### config.mk
export PLATFORM = sky130hd
export DESIGN_NAME = alu_command_sequencer
export DESIGN_NICKNAME = d
export VERILOG_FILES = /design/src/rtl/alu_seq_pkg.sv /design/src/rtl/alu_command_sequencer.sv
export SDC_FILE = /design/constraint.sdc
export NUM_CORES = 1
export LEC_CHECK = 0
export ABC_CLOCK_PERIOD_IN_PS = 2300
export BUFFER_PORTS_ARGS = -buffer_cell sky130_fd_sc_hd__buf_2
export CORE_ASPECT_RATIO = 0.5
export CORE_MARGIN = 2
export CORE_UTILIZATION = 35
export DETAILED_ROUTE_END_ITERATION = 8
export PLACE_DENSITY = 0.65
export SYNTH_ARGS = -nofsm -noshare
export SYNTH_HDL_FRONTEND = slang
export SYNTH_SLANG_ARGS = --single-unit
### constraint.sdc
create_clock -name clock -period 2.3 [get_ports clock]
set_clock_uncertainty 0.2 [all_clocks]
set_input_delay 0.23 -clock clock [delete_from_list [all_inputs] [get_ports clock]]
set_output_delay 0.23 -clock clock [all_outputs]
set_load 0.005 [all_outputs]
### src/rtl/alu_seq_pkg.sv
// ---------------------------------------------------------------------------
// alu_seq_pkg
// Shared definitions for the ALU command sequencer:
//   - opcode byte values understood by the Processing_Unit
//   - filler characters that are dropped while waiting for an opcode
//   - response status codes and FSM state encoding
//   - small byte classification helpers
// ---------------------------------------------------------------------------
package alu_seq_pkg;

    // Opcode bytes are the ASCII operator characters so a terminal can drive
    // the unit directly: '+', '-', '*', '/', '&', '|'.
    localparam logic [7:0] OP_ADD = 8'h2B;
    localparam logic [7:0] OP_SUB = 8'h2D;
    localparam logic [7:0] OP_MUL = 8'h2A;
    localparam logic [7:0] OP_DIV = 8'h2F;
    localparam logic [7:0] OP_AND = 8'h26;
    localparam logic [7:0] OP_OR  = 8'h7C;

    // Whitespace / line endings tolerated between commands.
    localparam logic [7:0] CH_SPACE = 8'h20;
    localparam logic [7:0] CH_LF    = 8'h0A;
    localparam logic [7:0] CH_CR    = 8'h0D;

    // Value returned in place of a quotient when the divisor is zero.
    localparam logic [7:0] DIV0_DATA = 8'hFF;

    typedef enum logic [1:0] {
        ST_OK    = 2'b00,
        ST_OVF   = 2'b01,
        ST_BADOP = 2'b10,
        ST_DIV0  = 2'b11
    } status_t;

    typedef enum logic [2:0] {
        IDLE  = 3'd0,
        GET_A = 3'd1,
        GET_B = 3'd2,
        WAIT  = 3'd3,
        RESP  = 3'd4
    } state_t;

    function automatic logic is_legal_op(input logic [7:0] b);
        return (b == OP_ADD) || (b == OP_SUB) || (b == OP_MUL) ||
               (b == OP_DIV) || (b == OP_AND) || (b == OP_OR);
    endfunction

    function automatic logic is_skip(input logic [7:0] b);
        return (b == CH_SPACE) || (b == CH_LF) || (b == CH_CR);
    endfunction

endpackage : alu_seq_pkg

### src/rtl/alu_command_sequencer.sv
// ---------------------------------------------------------------------------
// alu_command_sequencer
// Byte-stream front end for the Processing_Unit. Collects a three-byte
// command (opcode, operand A, operand B), presents it to the ALU, waits the
// ALU latency, then returns the result byte and a status code through a
// valid/ready response port.
//
// Parameters
//   ALU_LATENCY    : edges from stable operands to valid ALU result (1..15)
//   TIMEOUT_CYCLES : inter-byte timeout, only used with ALU_SEQ_TIMEOUT_EN
//
// Build option
//   ALU_SEQ_TIMEOUT_EN : when defined, a partially received command is
//                        dropped after TIMEOUT_CYCLES idle cycles in
//                        GET_A/GET_B. When undefined, those states wait
//                        indefinitely.
//
// Ports
//   clock, reset       : clock (rising edge), asynchronous active-high reset
//   in_data/in_valid/in_ready      : command byte stream (sink)
//   alu_operation/data_a/data_b    : operands held stable for the ALU
//   alu_result/alu_overflow        : ALU outputs, sampled after the latency
//   out_data/out_status/out_valid/out_ready : response (source)
//   busy               : high whenever the FSM is not in IDLE
// ---------------------------------------------------------------------------
module alu_command_sequencer
    import alu_seq_pkg::*;
#(
    parameter int ALU_LATENCY    = 2,
    parameter int TIMEOUT_CYCLES = 1000
) (
    input  logic       clock,
    input  logic       reset,
    input  logic [7:0] in_data,
    input  logic       in_valid,
    output logic       in_ready,
    output logic [7:0] alu_operation,
    output logic [7:0] alu_data_a,
    output logic [7:0] alu_data_b,
    input  logic [7:0] alu_result,
    input  logic       alu_overflow,
    output logic [7:0] out_data,
    output logic [1:0] out_status,
    output logic       out_valid,
    input  logic       out_ready,
    output logic       busy
);

    // Elaboration-time parameter sanity checks.
    generate
        if (ALU_LATENCY < 1 || ALU_LATENCY > 15) begin : g_bad_latency
            $error("alu_command_sequencer: ALU_LATENCY must be 1..15");
        end
        if (TIMEOUT_CYCLES < 1 || TIMEOUT_CYCLES > 65536) begin : g_bad_timeout
            $error("alu_command_sequencer: TIMEOUT_CYCLES must be 1..65536");
        end
    endgenerate

    localparam logic [3:0] LAT_LOAD = 4'(ALU_LATENCY);

    // -----------------------------------------------------------------------
    // Registers and wires
    // -----------------------------------------------------------------------
    state_t      r_state;
    state_t      w_state_next;

    logic [7:0]  r_alu_operation;
    logic [7:0]  r_alu_data_a;
    logic [7:0]  r_alu_data_b;
    logic [7:0]  r_out_data;
    status_t     r_out_status;
    logic        r_out_valid;
    logic [3:0]  r_wait_cnt;

    logic        w_in_ready;
    logic        w_busy;
    logic        w_in_fire;
    logic        w_out_fire;
    logic        w_wait_done;
    logic        w_div0;
    logic        w_timeout;

    assign w_in_fire  = in_valid & w_in_ready;
    assign w_out_fire = r_out_valid & out_ready;

    // The counter holds the number of edges still to go, so the edge that
    // sees 1 is the ALU_LATENCY-th edge after operand B was latched.
    assign w_wait_done = (r_state == WAIT) && (r_wait_cnt == 4'd1);

    // Division by zero is caught on the B byte itself so the ALU result
    // (undefined in that case) is never waited for.
    assign w_div0 = (r_alu_operation == OP_DIV) && (in_data == 8'h00);

    // -----------------------------------------------------------------------
    // Optional inter-byte timeout
    // -----------------------------------------------------------------------
`ifdef ALU_SEQ_TIMEOUT_EN
    localparam logic [15:0] IDLE_LIMIT = 16'(TIMEOUT_CYCLES - 1);

    logic [15:0] r_idle_cnt;
    logic        w_collecting;

    assign w_collecting = (r_state == GET_A) || (r_state == GET_B);

    // Fires on the edge where the idle count would reach TIMEOUT_CYCLES.
    assign w_timeout = w_collecting && !w_in_fire && (r_idle_cnt == IDLE_LIMIT);

    // Held at zero outside GET_A/GET_B, which gives the clear-on-entry.
    always_ff @(posedge clock or posedge reset) begin
        if (reset) begin
            r_idle_cnt <= 16'h0000;
        end else if (w_collecting && !w_in_fire && !w_timeout) begin
            r_idle_cnt <= r_idle_cnt + 16'h0001;
        end else begin
            r_idle_cnt <= 16'h0000;
        end
    end
`else
    assign w_timeout = 1'b0;
`endif

    // -----------------------------------------------------------------------
    // FSM: state register
    // -----------------------------------------------------------------------
    always_ff @(posedge clock or posedge reset) begin
        if (reset) begin
            r_state <= IDLE;
        end else begin
            r_state <= w_state_next;
        end
    end

    // -----------------------------------------------------------------------
    // FSM: next-state logic
    // -----------------------------------------------------------------------
    always_comb begin
        w_state_next = r_state;
        case (r_state)
            IDLE: begin
                if (w_in_fire) begin
                    if (is_legal_op(in_data)) begin
                        w_state_next = GET_A;
                    end else if (!is_skip(in_data)) begin
                        w_state_next = RESP;
                    end
                end
            end
            GET_A: begin
                if (w_in_fire) begin
                    w_state_next = GET_B;
                end else if (w_timeout) begin
                    w_state_next = IDLE;
                end
            end
            GET_B: begin
                if (w_in_fire) begin
                    w_state_next = w_div0 ? RESP : WAIT;
                end else if (w_timeout) begin
                    w_state_next = IDLE;
                end
            end
            WAIT: begin
                if (w_wait_done) begin
                    w_state_next = RESP;
                end
            end
            RESP: begin
                if (w_out_fire) begin
                    w_state_next = IDLE;
                end
            end
            default: begin
                w_state_next = IDLE;
            end
        endcase
    end

    // -----------------------------------------------------------------------
    // FSM: state-decoded outputs
    // -----------------------------------------------------------------------
    always_comb begin
        w_in_ready = 1'b0;
        w_busy     = 1'b1;
        case (r_state)
            IDLE: begin
                w_in_ready = 1'b1;
                w_busy     = 1'b0;
            end
            GET_A, GET_B: begin
                w_in_ready = 1'b1;
            end
            default: begin
                w_in_ready = 1'b0;
            end
        endcase
    end

    // -----------------------------------------------------------------------
    // Datapath registers: ALU operands, response, latency counter
    // -----------------------------------------------------------------------
    always_ff @(posedge clock or posedge reset) begin
        if (reset) begin
            r_alu_operation <= 8'h00;
            r_alu_data_a    <= 8'h00;
            r_alu_data_b    <= 8'h00;
            r_out_data      <= 8'h00;
            r_out_status    <= ST_OK;
            r_wait_cnt      <= 4'd0;
        end else begin
            case (r_state)
                IDLE: begin
                    if (w_in_fire) begin
                        if (is_legal_op(in_data)) begin
                            r_alu_operation <= in_data;
                        end else if (!is_skip(in_data)) begin
                            // Echo the offending byte so the host can see
                            // what was rejected.
                            r_out_data   <= in_data;
                            r_out_status <= ST_BADOP;
                        end
                    end
                end
                GET_A: begin
                    if (w_in_fire) begin
                        r_alu_data_a <= in_data;
                    end
                end
                GET_B: begin
                    if (w_in_fire) begin
                        r_alu_data_b <= in_data;
                        if (w_div0) begin
                            r_out_data   <= DIV0_DATA;
                            r_out_status <= ST_DIV0;
                        end else begin
                            r_wait_cnt <= LAT_LOAD;
                        end
                    end
                end
                WAIT: begin
                    r_wait_cnt <= r_wait_cnt - 4'd1;
                    if (w_wait_done) begin
                        r_out_data   <= alu_result;
                        r_out_status <= alu_overflow ? ST_OVF : ST_OK;
                    end
                end
                default: begin
                    // RESP: response held stable until it is taken.
                end
            endcase
        end
    end

    // Registered valid: rises on the edge that enters RESP and falls on the
    // transfer edge.
    always_ff @(posedge clock or posedge reset) begin
        if (reset) begin
            r_out_valid <= 1'b0;
        end else begin
            r_out_valid <= (w_state_next == RESP);
        end
    end

    // -----------------------------------------------------------------------
    // Output assignments
    // -----------------------------------------------------------------------
    assign in_ready      = w_in_ready;
    assign busy          = w_busy;
    assign alu_operation = r_alu_operation;
    assign alu_data_a    = r_alu_data_a;
    assign alu_data_b    = r_alu_data_b;
    assign out_data      = r_out_data;
    assign out_status    = r_out_status;
    assign out_valid     = r_out_valid;

endmodule : alu_command_sequencer
; After elaboration in Yosys (flattened, before gate mapping)
; Index checks and enable logic that the tools add are counted.
[word_totals]
reg_bits = 42
inputBits = 21
wordCells = 82
[classes]
addsub = 1
n_eq_ne = 23
mux = 29
n_bitwise = 2
reduce_logical = 19
[op_table]
columns = cell, count
row1 = 8-bit by 6-bit equality test with 1-bit output (second input constant), 7
row2 = 8-bit two-way mux, 6
row3 = 3-bit two-way mux, 8
row4 = 8-bit one-hot mux with 3 select lines, 1
row5 = 8-bit by 4-bit equality test with 1-bit output (second input constant), 2
row6 = 3-bit one-hot mux with 5 select lines, 1
row7 = 2-bit != test (second input constant), 7
row8 = 2-bit two-way mux, 6
row9 = 8-bit by 7-bit equality test with 1-bit output (second input constant), 1
row10 = 8-bit zero test, 1
row11 = 4-bit two-way mux, 2
row12 = 4-bit one-hot mux with 2 select lines, 1
row13 = 1-bit logical OR, 7
row14 = 7-bit AND reduction, 1
row15 = 3-bit by 2-bit equality test with 1-bit output (second input constant), 2
row16 = 3-bit equality test (second input constant), 2
row17 = 2-bit one-hot mux with 3 select lines, 1
row18 = 3-bit AND reduction, 2
row19 = 4-bit by 1-bit equality test with 1-bit output (second input constant), 1
row20 = 2-bit AND reduction, 2
row21 = 4-bit by 1-bit subtractor with 4-bit output (second input constant), 1
row22 = 3-bit by 1-bit equality test with 1-bit output (second input constant), 1
row23 = 3-bit zero test, 1
row24 = 1-bit two-way mux, 3
row25 = 5 further kinds, 7

; Depth between registers and ports, before layout
; Gate-level depths: netlist (run 1).
[depth]
word_depth = 10
mapped_depth = 7
mapped_depth_nobuf = 7

; Worst setup path before layout (run 1)
; No wires, ideal clock.
[synth_path]
kind = register to register
from = reg r_alu_operation[6] (netlist: alu_operation[6])
to = reg r_out_data[0] (netlist: out_data[0])
setup_time_ns = 0.125
t_arrival_ns = 2.119
required_time_ns = 1.975
setup_slack_ns = -0.144
stages_incl_launch_ff = 6
path_buffers = 0
period_less_slack_ns = 2.444
cell_sequence = dfrtp_1 or4bb_1 nor4_4 a21boi_2 a221oi_4 mux2_2
[synth_via]
elab_chain_cells = 4
[synth_rtl]
columns = item, line
row1 = from (decl), alu_command_sequencer.sv:67  ; logic [7:0] r_alu_operation;
row2 = from (signal assigned), alu_command_sequencer.sv:214  ; r_alu_operation <= in_data;
row3 = 8-bit by 6-bit equality test with 1-bit output, alu_command_sequencer.sv:92  ; assign w_div0 = (r_alu_operation == OP_DIV) && (in_data == 8'h00);
row4 = 1-bit logical AND, alu_command_sequencer.sv:92
row5 = 2-bit != test (no source line), --
row6 = 7-bit AND reduction (no source line), --
row7 = to (signal assigned), alu_command_sequencer.sv:218  ; r_out_data <= in_data;
row8 = to (signal assigned), alu_command_sequencer.sv:242  ; r_out_data <= alu_result;
row9 = to (decl), alu_command_sequencer.sv:70  ; logic [7:0] r_out_data;
; Every way passes these cells.
; A chain may end at the register's enable or synchronous reset.

; Worst setup path after layout (run 1)
[layout_path]
from = reg r_alu_operation[7] (netlist: alu_operation[7])
to = reg r_out_data[5] (netlist: out_data[5])
; Same word-level chain as after synthesis.

==> run metrics, run 1 <==
clk_lat worst skew 0.28 ns; Slew @ Worst Pin 0.530 ns; Pleak 1.50 nW; Final Core Density 0.508; Die H 58.9 um; dpl hpwl 3920 um; CTS max path bufs 2; Initial DRC Count 62; Worst Setup Start Kind flop; crit path max fanout 9; clock sink total 42; drc violations 0; Post-Syn Instances 183; Detailed Routing Iterations Pass 1 4; share of layout cells above drive strength 1 0.507; Setup TNS 0 ns; worst hold path class in -> reg; ant diodes 0; # IOs 58; #FFs+latches synth 42; critical path arrival 2.23 ns; Synth Net Count 206; Synth async-reset ratio 1.00; Area Growth Syn to Fin 36.3%; max cap viols 0; Synth Flop Type dfrtp_1; gpl congestion 0.805; Final min period 2.27 ns; CTS tree done; crit share post-route 0.985; Mean Syn Cell Area 11.5 um^2; Power per Cell Area 874 mW/mm^2; CP Capture Type flop; area of the core 0.00566 mm^2; Fmax achieved 0.441 GHz; DP Area 0.00267 mm^2; post-route antenna net violation count 0; DIE AREA 0.00671 mm^2; Final Max Slew Viols 0; EDFF count, synth 0; vias in the first global route 1751; Place WS -0.281 ns; unrepaired setup endpoints after global routing true; H-tree lvl count 2; commonest non-fill, non-tap cell in the layout buf_2; total track usage 0.169; Root Buffer clkbuf_16; status finished clean; grt total ovfl 0; Detailed Route WL 5230 um; Critical Path RT 2.27 ns; VDD IR-drop max 0.000351 V; Synthesis Warnings 0; total number of vias 1704; Setup CP Type reg -> reg; post-synthesis sequential area ratio 0.498; antenna violations before repair 0; Post-Syn Area 0.00211 mm^2; WL/cell 15.3 um; Inserted Clock Buffers 5; nets@finish 293; final-report hold violation count 0; Distinct cells, synth 41; Rel. slew slack 0.644; die width 114 um; largest net degree at the start of global routing 43; IO buf count 57; via density per instance 4.97; first-pass GRT wire length 8650 um; post-route cell area 0.00288 mm^2; final setup vio count 0; most frequent cells in the layout 57 x buf_2, 42 x dfrtp_1, 31 x buf_4, 22 x mux2_2, 18 x inv_1; setup ws final 0.0346 ns; initial core utilization 0.373; row cnt 19; clk slew on worst S/H paths 0.06 ns
routing by layer:
layer | global-route usage | vias up | routed length (um)
li1 | - | 832 | -
met1 | 0.231 | 829 | 2490
met2 | 0.268 | 37 | 2460
met3 | 0.0391 | 6 | 214
met4 | 0.0592 | 0 | 71
met5 | 0 | - | 0
state kept, by name, indices dropped and copies added, names as in the netlist:
signal,cells
r_wait_cnt,4
r_state,3
alu_operation,8
out_status,2
out_valid,1
alu_data_b,8
alu_data_a,8
out_data,8
synthesized netlist by cell type (all sizes together) (2+ instances only):
cell type / instances / area share
dfrtp: 42 / 0.50
mux2: 30 / 0.16
inv: 18 / 0.032
nor2: 10 / 0.018
a31oi: 8 / 0.024
nand2: 7 / 0.012
a21oi: 6 / 0.014
clkbuf: 6 / 0.030
buf: 4 / 0.011
o21ai: 4 / 0.0095
a211oi: 3 / 0.011
a22o: 3 / 0.012
and3: 3 / 0.0089
nand3: 3 / 0.0071
nand4b: 3 / 0.012
nor2b: 3 / 0.0089
nor3: 3 / 0.0095
o211ai: 3 / 0.011
or4: 3 / 0.011
ha: 2 / 0.012
nor3b: 2 / 0.0071
nor4: 2 / 0.013
or2: 2 / 0.0059
worst paths after layout:
kind                             startpoint                to  cells past startpoint  slack, ns
setup / recovery           alu_operation[7]       out_data[5]                      6       0.03
hold / removal                   in_data[6]  alu_operation[6]                      3       0.15
setup reg to reg           alu_operation[7]       out_data[5]                      6       0.03
hold reg to reg               alu_data_a[2]     alu_data_a[2]                      1       0.30
max in group asynchronous             reset        r_state[0]                      4       1.10
min in group asynchronous             reset       out_data[3]                      4       0.43
cell families (layout without fill, tap and decap cells):
group,Yosys count,count (layout),synth area share
muxes,31,31,0.165
and+or+nand+nor,47,47,0.138
AOI/OAI and AO/OA,33,33,0.116
adders and majority gates,2,2,0.0119
buffers and inverters,28,115,0.0723
DFF,42,42,0.498
per-stage QoR:
step,instances,power (W),hold WS [ns]
after floorplan,183,0.00137,0.182
after global placement,334,0.00168,0.199
after detailed placement,334,0.00169,0.203
after CTS,343,0.00253,0.146
after global routing,343,0.00264,0.160
final,343,0.00251,0.148
area by class of cell:
type / count / area (um^2)
inverter: 18 / 67.6
tap: 73 / 91.3
multi-input combinational: 113 / 950
timing repair buffer: 90 / 548
clock buffer: 6 / 139
fill: 517 / 2780
clock inverter: 1 / 30.0
sequential: 42 / 1050
power by group:
part / internal (W) / switching (W) / total (W)
logic: 0.000416 / 0.000273 / 0.000688
registers: 0.000906 / 0.000109 / 0.00101
clock network: 0.000535 / 0.000276 / 0.000811
total: 0.00186 / 0.000657 / 0.00251
worst max-delay path: stages (launching register included):
cell and delay, ns:
dfrtp_1 0.38, or4bb_4 0.56, nor4_4 0.18, a21boi_2 0.11, a221oi_4 0.23, buf_12 0.18
mux2_4 0.30
repair_timing:
| item | in CTS | in global routing |
|---|---|---|
| endpoints found under the setup margin | 8 | 8 |
| endpoints found under the hold margin | 42 | 0 |
| buffers inserted | 1 | 0 |
| resized for setup | 0 | 2 |
| hold buffers | 1 | 0 |
No activity file was read; power rests on OpenSTA's default activity.
==> run 2: changes to the inputs <==
ABC_AREA = 1   (was not set)
PLACE_DENSITY = 0.66   (was 0.65)
==> run 2 against run 1 <==
  * Final cell count grew 12%
  * First-iteration DRC count is 48% higher
  * Non-clock buffer count down 30
  * Synthesized cell count is 38% higher
  * Sequential power hardly changed
  * Via count is 7.3% higher
  * Sequential share of layout area is 4.8 points higher
  * Register-to-register slack gained 0.27 ns
==> run metrics, run 2 <==
total track usage 0.156; Distinct cells, synth 28; share of layout cells above drive strength 1 0.289; post-synthesis compound-gate area fraction 0.113; cts repair resizes 0; Area Growth Syn to Fin 23.2%; dpl hpwl 3740 um; Fillers 534; Post-Synth Adder-Cell Area 0.0121; nets@finish 334; clock sink total 42; max cap viols 0; Synth async-reset ratio 1.00; final-report hold violation count 0; postcts setup bufs 0; post-route antenna net violation count 0; row cnt 19; dpl cells 376; CP Capture Type flop; Power per Cell Area 863 mW/mm^2; commonest non-fill, non-tap cell in the layout nand2_1; Synth Flop Type dfrtp_1; Inserted Clock Buffers 5; Post-Syn Instances 252; final setup vio count 0; CP max stage delay 0.46 ns; Reg area 0.00105 mm^2; largest net degree at the start of global routing 43; Synthesis Warnings 0; CTS tree done; gpl congestion 0.905; via density per instance 4.76; Root Buffer clkbuf_16; IO buf count 57; mux share of post-synthesis cell area 0; area of the core 0.00559 mm^2; Multi-input gate area 856 um^2; Post-Syn Area 0.00206 mm^2; die width 113 um; Final Max Slew Viols 0; antenna violations before repair 0; Simple-Gate Fraction of Synth Area 0.281; total number of vias 1828; VDD IR-drop max 0.000328 V; crit path max fanout 11; Critical Path RT 2.26 ns; post-synth top area share 0.509; unrepaired setup endpoints after global routing false; ant diodes 0; Synth area leaders dfrtp_1 51%, nand2_1 13%, o21ai_1 5.3%; slowest cell on the critical path dfrtp_1; Tot Pwr 0.00219 W; top cells by count, synth 69 x nand2_1, 42 x dfrtp_1, 26 x nor2_1, 22 x o21ai_1, 17 x inv_1; Rel. slew slack 0.634; drc violations 0; H-tree lvl count 2; initial core utilization 0.369; Post-CTS Hold Buffers 1; critical path arrival 1.95 ns; Setup CP Type reg -> reg; CP delay by family, top simple AND/OR/NAND/NOR gates; cell accounting for the most synthesized area dfrtp_1; clk_lat worst skew 0.28 ns; WP buf/inv 0; largest family of logic cells by synthesized area simple AND/OR/NAND/NOR gates; status finished clean; Synth Area in XOR/XNOR 0.00849; Finished Layout Cells 384; EDFF count, synth 0; clk slew on worst S/H paths 0.06 ns; CTS max path bufs 2; CP Cell Sequence nor2_1 -> nand2_1 -> nor2_1 -> nand3_1 -> nand2_1 -> nand3_2 -> nand2_1 -> nand2_1; # IOs 58; WL/cell 12.9 um; Synth Net Count 275; count leader, synth nand2_1; Detailed Routing Iterations Pass 1 4; vias in the first global route 1770; Setup TNS 0 ns; Fmax achieved 0.502 GHz; first-pass GRT wire length 8130 um; grt total ovfl 0; #FFs+latches synth 42; most frequent cells in the layout 69 x nand2_1, 57 x buf_2, 42 x dfrtp_1, 26 x nor2_1, 22 x o21ai_1; Slew @ Worst Pin 0.547 ns; Pleak 1.41 nW; Mean Syn Cell Area 8.19 um^2; Die H 58.3 um; Worst Setup Start Kind flop; worst hold path class in -> reg; Detailed Route WL 4960 um; DIE AREA 0.00656 mm^2; post-synthesis sequential area ratio 0.509; Final min period 1.99 ns; crit share post-route 0.866; Initial DRC Count 92; most frequent CP cell nand2_1
==> run 2: cell count changes after synthesis, sizes merged, moves of 4 or more <==
cell	delta
nand3	+6
nor2	+20
clkbuf	-6
nand2	+68
inv	+9
buf	+4
nand4	+11
a21oi	+8
mux2	-30
a31oi	-8
o21ai	+20
==> run 2: routing by layer <==
layer | track usage | vias to the layer above | share of wire
li1 | - | 930 | -
met1 | 0.199 | 865 | 0.45
met2 | 0.263 | 31 | 0.50
met3 | 0.0484 | 2 | 0.053
met4 | 0.0418 | 0 | 0.0054
met5 | 0 | - | 0
==> run 2: through the flow <==
step / instance area, um^2 / setup slack [ns] / hold WS [ns] / utilization
3_3_place_gp: 2400 / 0.406 / 0.180 / 0.430
2_1_floorplan: 2060 / 0.743 / 0.158 / -
5_1_grt: 2540 / 0.00259 / 0.0684 / 0.455
6_report: 2540 / 0.309 / 0.0703 / 0.455
3_5_place_dp: 2400 / 0.328 / 0.188 / 0.430
4_1_cts: 2540 / 0.317 / 0.0662 / 0.455
==> run 2: worst reg2reg max path, delay by kind of cell (launching register included) <==
| kind | cells | cell delay [ns] |
|---|---|---|
| flops | 1 | 0.46 |
| simple gates | 8 | 1.22 |
==> run 2: path summary, 6_finish.rpt <==
| check | slack, ns | depth (start not counted) | end | from |
|---|---|---|---|---|
| worst max-delay path | 0.31 | 8 | out_data[3] | r_state[1] |
| worst min-delay path | 0.07 | 3 | alu_operation[6] | in_data[6] |
| worst max register to register | 0.31 | 8 | out_data[3] | r_state[1] |
| worst min register to register | 0.26 | 2 | out_data[2] | out_data[2] |
| max in group asynchronous | 1.09 | 4 | out_data[0] | reset |
| min in group asynchronous | 0.43 | 4 | alu_data_b[5] | reset |
==> run 2: final cells by class <==
type	instances	area share
Tap cell	73	0.0359
Multi-Input combinational cell	175	0.337
Inverter	27	0.0399
Clock buffer	7	0.0522
Timing Repair Buffer	60	0.122
Sequential cell	42	0.413
==> run 2: logic make-up after synthesis <==
family                   after synthesis
flip-flops                            42
adder cells (fa/ha/maj)                2
buffers and inverters                 35
AO/OA/AOI/OAI                         42
XOR/XNOR                               2
AND/OR/NAND/NOR                      129
==> run 2: power breakdown <==
| part | internal (W) | total, W | switching, W |
|---|---|---|---|
| combinational | 0.000243 | 0.000555 | 0.000312 |
| sequential | 0.000897 | 0.000993 | 0.0000956 |
| clock | 0.000396 | 0.000647 | 0.000250 |
